$ cat src/rtl/traffic_pkg.sv
// Shared encodings for the intersection lamp monitor: phases, fault codes,
// lamp bit positions and the phase decoder.
package traffic_pkg;

  localparam logic [2:0] PH_A       = 3'd0;
  localparam logic [2:0] PH_B       = 3'd1;
  localparam logic [2:0] PH_C       = 3'd2;
  localparam logic [2:0] PH_D       = 3'd3;
  localparam logic [2:0] PH_E       = 3'd4;
  localparam logic [2:0] PH_F       = 3'd5;
  localparam logic [2:0] PH_UNKNOWN = 3'd7;

  localparam logic [2:0] FLT_NONE         = 3'd0;
  localparam logic [2:0] FLT_ILLEGAL      = 3'd1;
  localparam logic [2:0] FLT_TRANSITION   = 3'd2;
  localparam logic [2:0] FLT_YELLOW_SHORT = 3'd3;
  localparam logic [2:0] FLT_TOO_LONG     = 3'd4;

  localparam int unsigned RED  = 4;
  localparam int unsigned YEL  = 3;
  localparam int unsigned GRN  = 2;
  localparam int unsigned DONT = 1;
  localparam int unsigned WALK = 0;

  localparam logic [2:0] LIGHT_R  = 3'b100;
  localparam logic [2:0] LIGHT_G  = 3'b001;
  localparam logic [2:0] LIGHT_Y  = 3'b010;
  localparam logic [1:0] PED_WALK = 2'b01;
  localparam logic [1:0] PED_R    = 2'b10;

  typedef struct packed {
    logic [4:0] set1;
    logic [4:0] set2;
  } lamp_pattern_t;

  // Flashing ped heads only require the walk lamp off, so both flash states map to one phase.
  function automatic logic [2:0] decode_phase(input lamp_pattern_t p);
    logic [2:0] t1;
    logic [2:0] t2;
    logic [1:0] p1;
    logic [1:0] p2;
    logic       fl1;
    logic       fl2;
    t1  = p.set1[RED:GRN];
    t2  = p.set2[RED:GRN];
    p1  = p.set1[DONT:WALK];
    p2  = p.set2[DONT:WALK];
    fl1 = (p.set1[WALK] == 1'b0);
    fl2 = (p.set2[WALK] == 1'b0);
    if (t1 == LIGHT_R && t2 == LIGHT_G && p1 == PED_R && p2 == PED_WALK)
      decode_phase = PH_A;
    else if (t1 == LIGHT_R && t2 == LIGHT_G && p1 == PED_R && fl2)
      decode_phase = PH_B;
    else if (t1 == LIGHT_R && t2 == LIGHT_Y && p1 == PED_R && p2 == PED_R)
      decode_phase = PH_C;
    else if (t1 == LIGHT_G && t2 == LIGHT_R && p1 == PED_WALK && p2 == PED_R)
      decode_phase = PH_D;
    else if (t1 == LIGHT_G && t2 == LIGHT_R && fl1 && p2 == PED_R)
      decode_phase = PH_E;
    else if (t1 == LIGHT_Y && t2 == LIGHT_R && p1 == PED_R && p2 == PED_R)
      decode_phase = PH_F;
    else
      decode_phase = PH_UNKNOWN;
  endfunction

endpackage

$ cat src/rtl/lamp_sync_filter.sv
// Two-flop synchronizer plus stability counter; strobes accept once per
// pattern that has held unchanged for STABLE_CYCLES clocks.
module lamp_sync_filter
  import traffic_pkg::*;
#(
  parameter int unsigned STABLE_CYCLES = 1000
) (
  input  logic          clock,
  input  logic          resetn,
  input  lamp_pattern_t raw,
  output logic          accept,
  output lamp_pattern_t pattern
);

  localparam int unsigned CW = $clog2(STABLE_CYCLES + 1);
  localparam logic [CW-1:0] CNT_MAX = CW'(STABLE_CYCLES);

  lamp_pattern_t meta;
  lamp_pattern_t sync;
  logic [CW-1:0] cnt;
  logic [CW-1:0] cnt_n;
  logic          chg;

  // cnt counts clocks the value entering sync has been seen there unchanged.
  always_comb begin
    chg   = (meta != sync);
    cnt_n = cnt;
    if (chg)
      cnt_n = CW'(1);
    else if (cnt != CNT_MAX)
      cnt_n = cnt + CW'(1);
  end

  always_ff @(posedge clock or negedge resetn) begin
    if (!resetn) begin
      meta    <= '0;
      sync    <= '0;
      cnt     <= '0;
      accept  <= 1'b0;
      pattern <= '0;
    end else begin
      meta   <= raw;
      sync   <= meta;
      cnt    <= cnt_n;
      accept <= (cnt_n == CNT_MAX) && (chg || cnt != CNT_MAX);
      if ((cnt_n == CNT_MAX) && (chg || cnt != CNT_MAX))
        pattern <= meta;
    end
  end

endmodule

$ cat src/rtl/lamp_monitor.sv
// Safety monitor: decodes filtered lamp patterns into controller phases,
// times each phase and latches the first sequencing/timing fault.
module lamp_monitor
  import traffic_pkg::*;
#(
  parameter int unsigned STABLE_CYCLES = 1000,
  parameter int unsigned MIN_YELLOW    = 2,
  parameter int unsigned MAX_PHASE     = 30
) (
  input  logic       clock,
  input  logic       resetn,
  input  logic       tick,
  input  logic [4:0] set1,
  input  logic [4:0] set2,
  input  logic       clear_fault,
  output logic [2:0] phase,
  output logic       phase_valid,
  output logic [7:0] elapsed,
  output logic [2:0] fault,
  output logic       fault_sticky,
  output logic       fault_valid
);

  localparam logic [0:0] ST_ACQUIRE = 1'b0;
  localparam logic [0:0] ST_TRACK   = 1'b1;

  lamp_pattern_t raw;
  lamp_pattern_t pattern;
  logic          accept;
  logic [0:0]    state;
  logic [0:0]    state_n;
  logic [2:0]    phase_n;
  logic [7:0]    elapsed_n;
  logic [2:0]    det;
  logic [2:0]    fault_n;
  logic [2:0]    dec;
  logic [2:0]    succ;

  assign raw = '{set1: set1, set2: set2};

  lamp_sync_filter #(.STABLE_CYCLES(STABLE_CYCLES)) u_filter (
    .clock   (clock),
    .resetn  (resetn),
    .raw     (raw),
    .accept  (accept),
    .pattern (pattern)
  );

  always_ff @(posedge clock or negedge resetn) begin
    if (!resetn)
      state <= ST_ACQUIRE;
    else
      state <= state_n;
  end

  // Re-accepting the current phase (flash toggle, rejected glitch) is not a transition.
  always_comb begin
    state_n   = state;
    phase_n   = phase;
    elapsed_n = elapsed;
    det       = FLT_NONE;
    dec       = decode_phase(pattern);
    succ      = (phase == PH_F) ? PH_A : 3'(phase + 3'd1);
    case (state)
      ST_ACQUIRE: begin
        if (accept) begin
          if (dec == PH_UNKNOWN) begin
            det = FLT_ILLEGAL;
          end else begin
            state_n   = ST_TRACK;
            phase_n   = dec;
            elapsed_n = 8'd0;
          end
        end
      end
      ST_TRACK: begin
        if (accept && dec != phase) begin
          if (dec == PH_UNKNOWN) begin
            det     = FLT_ILLEGAL;
            phase_n = PH_UNKNOWN;
            state_n = ST_ACQUIRE;
          end else if (dec != succ) begin
            det     = FLT_TRANSITION;
            state_n = ST_ACQUIRE;
          end else begin
            phase_n   = dec;
            elapsed_n = 8'd0;
            if ((phase == PH_C || phase == PH_F) && elapsed < 8'(MIN_YELLOW))
              det = FLT_YELLOW_SHORT;
          end
        end else if (tick && elapsed != 8'hFF) begin
          elapsed_n = elapsed + 8'd1;
          if (elapsed_n == 8'(MAX_PHASE))
            det = FLT_TOO_LONG;
        end
      end
      default: state_n = ST_ACQUIRE;
    endcase
  end

  // First fault since clear is retained; a clear on the detecting clock loses to the new fault.
  always_comb begin
    fault_n = fault;
    if (clear_fault)
      fault_n = FLT_NONE;
    if (det != FLT_NONE && (fault == FLT_NONE || clear_fault))
      fault_n = det;
  end

  always_ff @(posedge clock or negedge resetn) begin
    if (!resetn) begin
      phase        <= PH_UNKNOWN;
      phase_valid  <= 1'b0;
      elapsed      <= 8'd0;
      fault        <= FLT_NONE;
      fault_sticky <= 1'b0;
      fault_valid  <= 1'b0;
    end else begin
      phase        <= phase_n;
      phase_valid  <= (state_n == ST_TRACK);
      elapsed      <= elapsed_n;
      fault        <= fault_n;
      fault_sticky <= (fault_n != FLT_NONE);
      fault_valid  <= (det != FLT_NONE);
    end
  end

endmodule
$ cat config.mk
export PLATFORM = sky130hd
export DESIGN_NAME = lamp_monitor
export DESIGN_NICKNAME = d
export VERILOG_FILES = /design/src/rtl/traffic_pkg.sv /design/src/rtl/lamp_sync_filter.sv /design/src/rtl/lamp_monitor.sv
export SDC_FILE = /design/constraint.sdc
export NUM_CORES = 1
export LEC_CHECK = 0
export CAP_MARGIN = 20
export CELL_PAD_IN_SITES_DETAIL_PLACEMENT = 1
export CELL_PAD_IN_SITES_GLOBAL_PLACEMENT = 1
export CORE_UTILIZATION = 46
export CTS_BUF_LIST = sky130_fd_sc_hd__clkbuf_4 sky130_fd_sc_hd__clkbuf_8
export DETAILED_ROUTE_END_ITERATION = 8
export PLACE_DENSITY_LB_ADDON = 0.2
export SETUP_SLACK_MARGIN = 0.05
export SYNTH_ARGS = -nofsm -noshare
export SYNTH_HDL_FRONTEND = slang
export SYNTH_SLANG_ARGS = --single-unit
$ cat constraint.sdc
create_clock -name clock -period 3.4 [get_ports clock]
set_input_delay 0.68 -clock clock [delete_from_list [all_inputs] [get_ports clock]]
set_output_delay 0.68 -clock clock [all_outputs]
set_load 0.02 [all_outputs]
==> results_dict.tcl, run 1 <==
set metrics [dict create \
    clk_latency_ns 0.34 \
    rows 29 \
    start_util_pct 47.7 \
    drt_pass1_iterations 4 \
    dp_hpwl_um 4960 \
    layout.nets 343 \
    cap_violations 0 \
    grt_pass1_wl_um 12000 \
    ioPinCount 31 \
    cts_tree "done" \
    grt_max_degree 31 \
    worstPathArrival_ns 3.03 \
    max_freq_mhz 353 \
    ant_nets 0 \
    stdcell_area_um2 3620 \
    cts_sinks 58 \
    dpl_cell_area_um2 3410 \
    cts_resized 0 \
    r2r_start "u_filter.pattern[5]" \
    r2r_end "elapsed[7]" \
    multi_input_area_um2 1510 \
    post_cts_buffers 0 \
    yosysWarnings 0 \
    synth-edff-count 0 \
    fin_cells 407 \
    nFillCells 686 \
    syn_area_per_cell_um2 10.6 \
    grt.total_usage_pct 21.7 \
    cts_made_buffers 9 \
    placedCellCount 391 \
    cts.htree.levels 3 \
    coreArea_um2 6350 \
    synth_nets 305 \
    worstSetupStartpointType "flip-flop" \
    crit_fanout 14 \
    r2r_slack_ns 0.57 \
    end_kind "flip-flop" \
    clkTransAtPathRegs_ns 0.07 \
    tns_ns 0 \
    drive_gt1_share_pct 13.9 \
    register_area_um2 1460 \
    cts_buffer_depth 2 \
    hold_buffers 0 \
    die_x_um 83.2 \
    fin_crit_ns 2.83 \
    maxSlewViolCount 0 \
    ys_seq_elements 58 \
    cts_root_buf "clkbuf_8" \
    rsz0062_at_grt "false" \
    place_congestion 0.867 \
    finalWirelength_um 6960 \
    max-vdd-ir-drop_uv 305 \
    drt_iter0_drc 77 \
    tightest_slew_ns 0.683 \
    overflow 0 \
    n_antenna_cell 0 \
    synth_area_um2 3030 \
    grt_pass1_vias 2464 \
    setup-violations-final 0 \
    skew_ns 0.00881 \
    r2r_cells 8 \
    layout_commonest_cell "dfrtp_1" \
    power.density_nw_per_um2 390 \
    drt-wirelength-per-cell_um 17.1 \
    cellLeakagePower_uw 0.00151 \
    worstPathRequired_ns 3.60 \
    die_h_um 83.2 \
    slew_headroom_pct 54.5 \
    syn2layout_area_growth_pct 19.5 \
    async_flop_share_pct 100 \
    synth_cells 287 \
    hold_violations 0 \
    worstSetupPathType "flip-flop to flip-flop" \
    num_vias 2313 \
    die_area_um2 6910 \
    drc_errors 0 \
    synthDistinctLibCells 58 \
    post-route-period-util_pct 83.2 \
    outcome "completed" \
    most-common-layout-cells "dfrtp_1, clkdlybuf4s50_1, nor2_1, nand2_1, o21ai_0" \
    io_buffers 30 \
    ys_seq_area_share_pct 48.0 \
    antenna_found_initial 0 \
    synth_ff_type "dfrtp_1" \
    via_per_inst 5.68 \
    hp-class "input port to async pin" \
]
## report_power, final
part / switching [µW] / total (µW) / internal (µW)
clock: 300 / 658 / 358
combinational: 22.7 / 42.1 / 19.4
sequential: 9.82 / 712 / 702
total: 332 / 1410 / 1080
## state kept, by name (all words and copies together) (netlist names)
signal and cells:
phase_valid 1, elapsed 8, fault_valid 1, u_filter.sync 10, u_filter.meta 10, phase 3, u_filter.pattern 10, fault_sticky 1
fault 3, u_filter.cnt 10, u_filter.accept 1
## layout make-up
type | count | share of cell area [%]
Tap cell | 77 | 2.66
Clock inverter | 6 | 1.83
Multi-Input combinational cell | 212 | 41.7
Timing Repair Buffer | 32 | 8.58
Inverter | 12 | 1.24
Clock buffer | 10 | 3.80
Sequential cell | 58 | 40.2
## critical path, stage by stage (launching register included)
cell	delay, ns
dfrtp_1	0.42
nor4b_2	0.48
nand4_1	0.28
nand4_1	0.33
nor3_1	0.11
o221ai_2	0.51
o22ai_2	0.25
mux2i_1	0.20
o21ai_0	0.10
## worst max-delay path by stage
stage,from,endpoint,slack (ns)
floorplan,u_filter.pattern[3],fault_sticky,1.02
global placement,u_filter.pattern[0],elapsed[1],0.65
detailed placement,u_filter.pattern[0],elapsed[7],0.53
CTS,u_filter.pattern[0],elapsed[7],0.54
global route,u_filter.pattern[5],elapsed[7],0.27
finish,u_filter.pattern[5],elapsed[7],0.57
## cells by family after synthesis
logic type	after synthesis	share of synthesized area, %
XOR/XNOR	22	6.36
buffers and inverters	17	2.19
adder cells (fa/ha/maj)	4	1.65
AO/OA/AOI/OAI	54	14.0
multiplexers	15	5.41
AND/OR/NAND/NOR	117	22.4
flip-flops	58	48.0
## cells in the mapped netlist (2+ instances only)
cell | count | area share (%)
o2bb2ai_1 | 2 | 0.58
xor2_1 | 14 | 4.0
nand2b_1 | 6 | 1.2
o41ai_1 | 2 | 0.58
nor3b_1 | 3 | 0.74
or3_1 | 2 | 0.41
and3_1 | 8 | 1.7
buf_2 | 2 | 0.33
a22oi_1 | 2 | 0.50
xnor2_1 | 8 | 2.3
nor2_1 | 24 | 3.0
nand3b_1 | 4 | 0.99
a22o_1 | 4 | 1.2
mux2i_1 | 4 | 1.3
dfrtp_1 | 55 | 45
nand3_1 | 9 | 1.5
mux2_2 | 10 | 3.7
ha_1 | 4 | 1.7
dfstp_2 | 3 | 2.6
nand2_1 | 21 | 2.6
inv_1 | 12 | 1.5
and2_1 | 3 | 0.62
a21oi_1 | 9 | 1.5
nand4_1 | 7 | 1.4
a211o_1 | 2 | 0.58
nor2b_1 | 7 | 1.4
nor3_1 | 7 | 1.2
or3_4 | 2 | 0.74
nor4_1 | 4 | 0.83
o21ai_0 | 17 | 2.8
clkbuf_1 | 3 | 0.37
## through the flow
step	utilization [%]	worst slack (ns)	power [µW]	hold slack (ns)
floorplan	-	1.02	731	0.384
global placement	53.8	0.649	765	0.406
detailed placement	53.8	0.534	768	0.419
CTS	57.0	0.544	1430	0.397
global route	57.0	0.271	1450	0.425
finish	57.0	0.570	1410	0.372
## metal layers
| metal | global-route usage [%] | wire length [µm] |
|---|---|---|
| met1 | 27.6 | 3190 |
| met2 | 36.7 | 3430 |
| met3 | 4.47 | 201 |
| met4 | 7.99 | 138 |
| met5 | 0 | 0 |
Power figures use the tool's default switching activity.
==> run 2: changes to the inputs <==
==> constraint.sdc (replaced) <==
create_clock -name clock -period 2.9 [get_ports clock]
set_input_delay 0.58 -clock clock [delete_from_list [all_inputs] [get_ports clock]]
set_output_delay 0.58 -clock clock [all_outputs]
set_load 0.02 [all_outputs]
==> run 2 against run 1 <==
  * Cell count grew 0.98%
  * Highest routed layer unchanged
  * Non-clock buffer count grew 4
  * Sequential power is 17% higher
  * Hold slack got worse by 0.12 ns
  * Die area did not move
  * Maximum frequency increased by 6.6%
  * Total power grew 28%
==> results_dict.tcl, run 2 (synthesis results as in run 1) <==
set metrics [dict create \
    outcome "completed" \
    hp-class "input port to async pin" \
    die_x_um 83.2 \
    antenna_found_initial 0 \
    skew_ns 0.00676 \
    fin_cells 411 \
    die_h_um 83.2 \
    worstPathRequired_ns 3.12 \
    syn2layout_area_growth_pct 22.4 \
    n_antenna_cell 0 \
    cts_resized 0 \
    cts.htree.levels 3 \
    worstSetupStartpointType "flip-flop" \
    slew_headroom_pct 59.9 \
    grt_pass1_vias 2429 \
    coreArea_um2 6350 \
    layout.nets 347 \
    io_buffers 30 \
    end_kind "flip-flop" \
    finalWirelength_um 6800 \
    crit_fanout 8 \
    die_area_um2 6910 \
    power.density_nw_per_um2 489 \
    cts_buffer_depth 2 \
    rows 29 \
    maxSlewViolCount 0 \
    drive_gt1_share_pct 15.0 \
    ant_nets 0 \
    drt_pass1_iterations 4 \
    grt_max_degree 25 \
    drt-wirelength-per-cell_um 16.5 \
    worstSetupPathType "flip-flop to flip-flop" \
    tightest_slew_ns 0.601 \
    layout_commonest_cell "dfrtp_1" \
    cap_violations 0 \
    dp_hpwl_um 4880 \
    cts_tree "done" \
    via_per_inst 5.72 \
    max_freq_mhz 377 \
    drt_iter0_drc 75 \
    grt_pass1_wl_um 11600 \
    worstPathArrival_ns 2.88 \
    hold_buffers 0 \
    max-vdd-ir-drop_uv 405 \
    ioPinCount 31 \
    hold_violations 0 \
    cellLeakagePower_uw 0.00156 \
    rsz0062_at_grt "false" \
    hold_ws_ns 0.248 \
    drc_errors 0 \
    place_congestion 0.835 \
    setup-violations-final 0 \
    clk_latency_ns 0.34 \
    post-route-period-util_pct 91.6 \
    fin_crit_ns 2.66 \
    num_vias 2351 \
    post_cts_buffers 0 \
    overflow 0 \
    cts_made_buffers 9 \
    most-common-layout-cells "dfrtp_1, clkdlybuf4s50_1, nor2_1, nand2_1, o21ai_0" \
    clkTransAtPathRegs_ns 0.07 \
    cts_root_buf "clkbuf_8" \
    cts_sinks 58 \
    placedCellCount 394 \
    grt.total_usage_pct 21.6 \
    tns_ns 0 \
    start_util_pct 47.7 \
]
[run 2: stage by stage]
stage | util, % | power, µW | cell area [µm²] | worst slack [ns]
after floorplan | - | 858 | 3030 | 0.518
after global placement | 54.1 | 897 | 3440 | 0.290
after detailed placement | 54.1 | 900 | 3440 | 0.233
after CTS | 58.1 | 1840 | 3690 | 0.206
after global routing | 58.4 | 1880 | 3710 | 0.0726
final | 58.4 | 1810 | 3710 | 0.245
[run 2: area by class of cell]
type	count	area [µm²]
clock inverters	6	114
multi-input cells	212	1510
inverters	12	45.0
clock buffers	10	138
well taps	77	96.3
flip-flops and latches	58	1460
fillers	696	2640
repair buffers	36	353
[run 2: final timing paths]
| kind | to | slack [ns] | depth (start not counted) | startpoint |
|---|---|---|---|---|
| max in group asynchronous | u_filter.pattern[9] | 1.92 | 2 | resetn |
| max | elapsed[3] | 0.24 | 8 | u_filter.pattern[3] |
| min reg2reg | u_filter.sync[4] | 0.43 | 0 | u_filter.meta[4] |
| min in group clock | u_filter.sync[4] | 0.43 | 0 | u_filter.meta[4] |
| min | fault[1] | 0.25 | 1 | resetn |
| max reg2reg | elapsed[3] | 0.24 | 8 | u_filter.pattern[3] |
[run 2: routing by layer]
metal	vias up	GRT usage (%)	routed length, µm
li1	1117	-	-
met1	1185	27.0	3120
met2	42	36.2	3360
met3	7	4.77	217
met4	0	8.93	98
met5	-	0	0
[run 2: critical path, stage by stage, from the launching register on]
cell and delay (ns):
dfrtp_1 0.43, nand4bb_4 0.29, or3_4 0.45, and2_1 0.17, a41oi_1 0.30, a31oi_1 0.15, o22ai_2 0.33, o21ai_0 0.16
a22o_1 0.25
[run 2: where the power goes]
group | leakage [µW] | switching [µW] | internal [µW]
combinational | 0.000695 | 25.6 | 23.6
clock | 0.000119 | 334 | 595
sequential | 0.000743 | 10.9 | 823
==> run 3: changes to the inputs <==
--- a/config.mk
+++ b/config.mk
@@ -5,12 +5,12 @@
 export SDC_FILE = /design/constraint.sdc
 export NUM_CORES = 1
 export LEC_CHECK = 0
-export CAP_MARGIN = 20
 export CELL_PAD_IN_SITES_DETAIL_PLACEMENT = 1
 export CELL_PAD_IN_SITES_GLOBAL_PLACEMENT = 1
 export CORE_UTILIZATION = 46
 export CTS_BUF_LIST = sky130_fd_sc_hd__clkbuf_4 sky130_fd_sc_hd__clkbuf_8
 export DETAILED_ROUTE_END_ITERATION = 8
+export GPL_TIMING_DRIVEN = 0
 export PLACE_DENSITY_LB_ADDON = 0.2
 export SETUP_SLACK_MARGIN = 0.05
 export SYNTH_ARGS = -nofsm -noshare
==> constraint.sdc (replaced) <==
create_clock -name clock -period 2.6 [get_ports clock]
set_input_delay 0.52 -clock clock [delete_from_list [all_inputs] [get_ports clock]]
set_output_delay 0.52 -clock clock [all_outputs]
set_load 0.02 [all_outputs]
==> run 3 against run 2 <==
  * Total power grew 6.8%
  * The flow now finishes with violations (setup timing)
  * Sequential cell count stayed put
  * Register-to-register slack got worse by 0.30 ns
==> results_dict.tcl, run 3 (synthesis results as in run 1) <==
set metrics [dict create \
    drt_pass1_iterations 4 \
    num_vias 2470 \
    cts_buffer_depth 2 \
    worstSetupStartpointType "flip-flop" \
    most-common-layout-cells "dfrtp_1, clkdlybuf4s50_1, nor2_1, nand2_1, buf_4" \
    n_antenna_cell 0 \
    drt-wirelength-per-cell_um 19.5 \
    switchingPower_uw 418 \
    outcome "finished with violations" \
    tightest_slew_ns 0.525 \
    dp_hpwl_um 5230 \
    cellLeakagePower_uw 0.00166 \
    clk_latency_ns 0.35 \
    io_buffers 30 \
    r2r_end "elapsed[7]" \
    grt.total_usage_pct 23.7 \
    worstPathRequired_ns 2.81 \
    drt_iter0_drc 70 \
    grt_max_degree 43 \
    rows 29 \
    path_cells "nand4bb_4 > buf_6 > a211oi_4 > buf_4 > a22oi_2 > nand4b_1 > o221ai_4 > o22ai_4 > mux2i_1 > o21ai_0" \
    sw_frac_of_total_pct 21.6 \
    skew_ns 0.00770 \
    p_clk_share_pct 48.9 \
    coreArea_um2 6350 \
    placedCellCount 395 \
    die_h_um 83.2 \
    max_freq_mhz 377 \
    hold_ws_ns 0.108 \
    r2r_slack_ns -0.05 \
    ioPinCount 31 \
    overflow 0 \
    power.density_nw_per_um2 485 \
    max_stage_delay_ns 0.42 \
    hold_violations 0 \
    path_buf_inv 2 \
    die_area_um2 6910 \
    drive_gt1_share_pct 25.6 \
    cts_made_buffers 9 \
    grt_pass1_wl_um 12700 \
    syn2layout_area_growth_pct 31.9 \
    hp-class "input port to async pin" \
    layout.nets 364 \
    hold_buffers 0 \
    tns_ns -0.0534 \
    max-vdd-ir-drop_uv 341 \
    r2r_cells 10 \
    total_power_uw 1940 \
    finalWirelength_um 8360 \
    slowest_stage "dfrtp_1" \
    r2r_start "u_filter.pattern[2]" \
    antenna_found_initial 0 \
    power.share.combinational_pct 2.9 \
    fin_crit_ns 2.65 \
    violations "setup timing" \
    via_per_inst 5.77 \
    crit_fanout 8 \
    place_congestion 0.777 \
    layout_commonest_cell "dfrtp_1" \
    ant_nets 0 \
    cts_sinks 58 \
    start_util_pct 47.7 \
    cts_root_buf "clkbuf_8" \
    slew_headroom_pct 64.9 \
    fin_util_pct 62.9 \
    maxSlewViolCount 0 \
    worstSetupPathType "flip-flop to flip-flop" \
    die_x_um 83.2 \
    cts_tree "done" \
    fin_cells 428 \
    worstPathArrival_ns 2.86 \
    setup_ws_ns -0.0534 \
    grt_pass1_vias 2650 \
    drc_errors 0 \
    cap_violations 0 \
    end_kind "flip-flop" \
    internal_power_uw 1520 \
    critical-path-top-delay-family "compound AO/OA/AOI/OAI gates" \
    setup-violations-final 1 \
    clkTransAtPathRegs_ns 0.07 \
    post-route-period-util_pct 102 \
    cts.htree.levels 3 \
    pwr-share-seq_pct 48.2 \
    rsz0062_at_grt "true" \
]
-- run 3: changes by cell type in the layout (fill, tap and decap cells not counted), moves of 3 or more --
cell,delta
o21ai_0,-3
buf_4,+12
dfrtp_1,-3
buf_6,+3
dfrtp_2,+3
-- run 3: layout make-up --
| type | instances | area, µm² |
|---|---|---|
| multi-input combinational | 212 | 1690 |
| buffer | 3 | 20.0 |
| sequential | 58 | 1460 |
| tap | 77 | 96.3 |
| inverter | 12 | 45.0 |
| timing repair buffer | 50 | 465 |
| clock buffer | 11 | 145 |
| fill | 668 | 2350 |
| clock inverter | 5 | 77.6 |
-- run 3: worst max-delay path by stage --
stage                         from             endpoint  slack, ns  cells after the start
2_1_floorplan  u_filter.pattern[3]         fault_sticky       0.22                      8
3_3_place_gp                resetn      u_filter.cnt[2]      -0.78                      1
3_5_place_dp      u_filter.meta[4]  u_filter.pattern[7]      -0.13                      6
4_1_cts        u_filter.pattern[5]         fault_sticky       0.04                      8
5_1_grt        u_filter.pattern[2]           elapsed[7]      -0.18                     10
6_report       u_filter.pattern[2]           elapsed[7]      -0.05                     10
-- run 3: timing repair --
item / 4_1_cts / 5_1_grt
endpoints found under the setup margin: 23 / 23
setup buffers: 8 / 11
gates cloned: 0 / 0
resized for setup: 12 / 29
pin swaps: 9 / 13
-- run 3: per-layer routing --
| layer | part of all wire (%) | vias to the layer above | track usage [%] |
|---|---|---|---|
| li1 | - | 1150 | - |
| met4 | 2.8 | 0 | 9.56 |
| met1 | 40 | 1246 | 26.2 |
| met3 | 3.1 | 22 | 5.86 |
| met5 | 0 | - | 0 |
| met2 | 54 | 52 | 43.3 |
-- run 3: per-stage QoR --
stage / instance area (µm²) / worst slack, ns
floorplan: 3030 / 0.218
global placement: 3430 / -0.782
detailed placement: 3440 / -0.131
CTS: 3770 / 0.0388
global route: 4000 / -0.185
finish: 4000 / -0.0534
-- run 3: power by group through the flow --
stage               Combinational, µW  Clock (µW)  Sequential [µW]
finish                           56.4         947              932
global route                     63.8         999              933
CTS                              58.6         969              932
detailed placement               58.0           0              949
global placement                 52.5           0              946
floorplan                        12.9           0              944
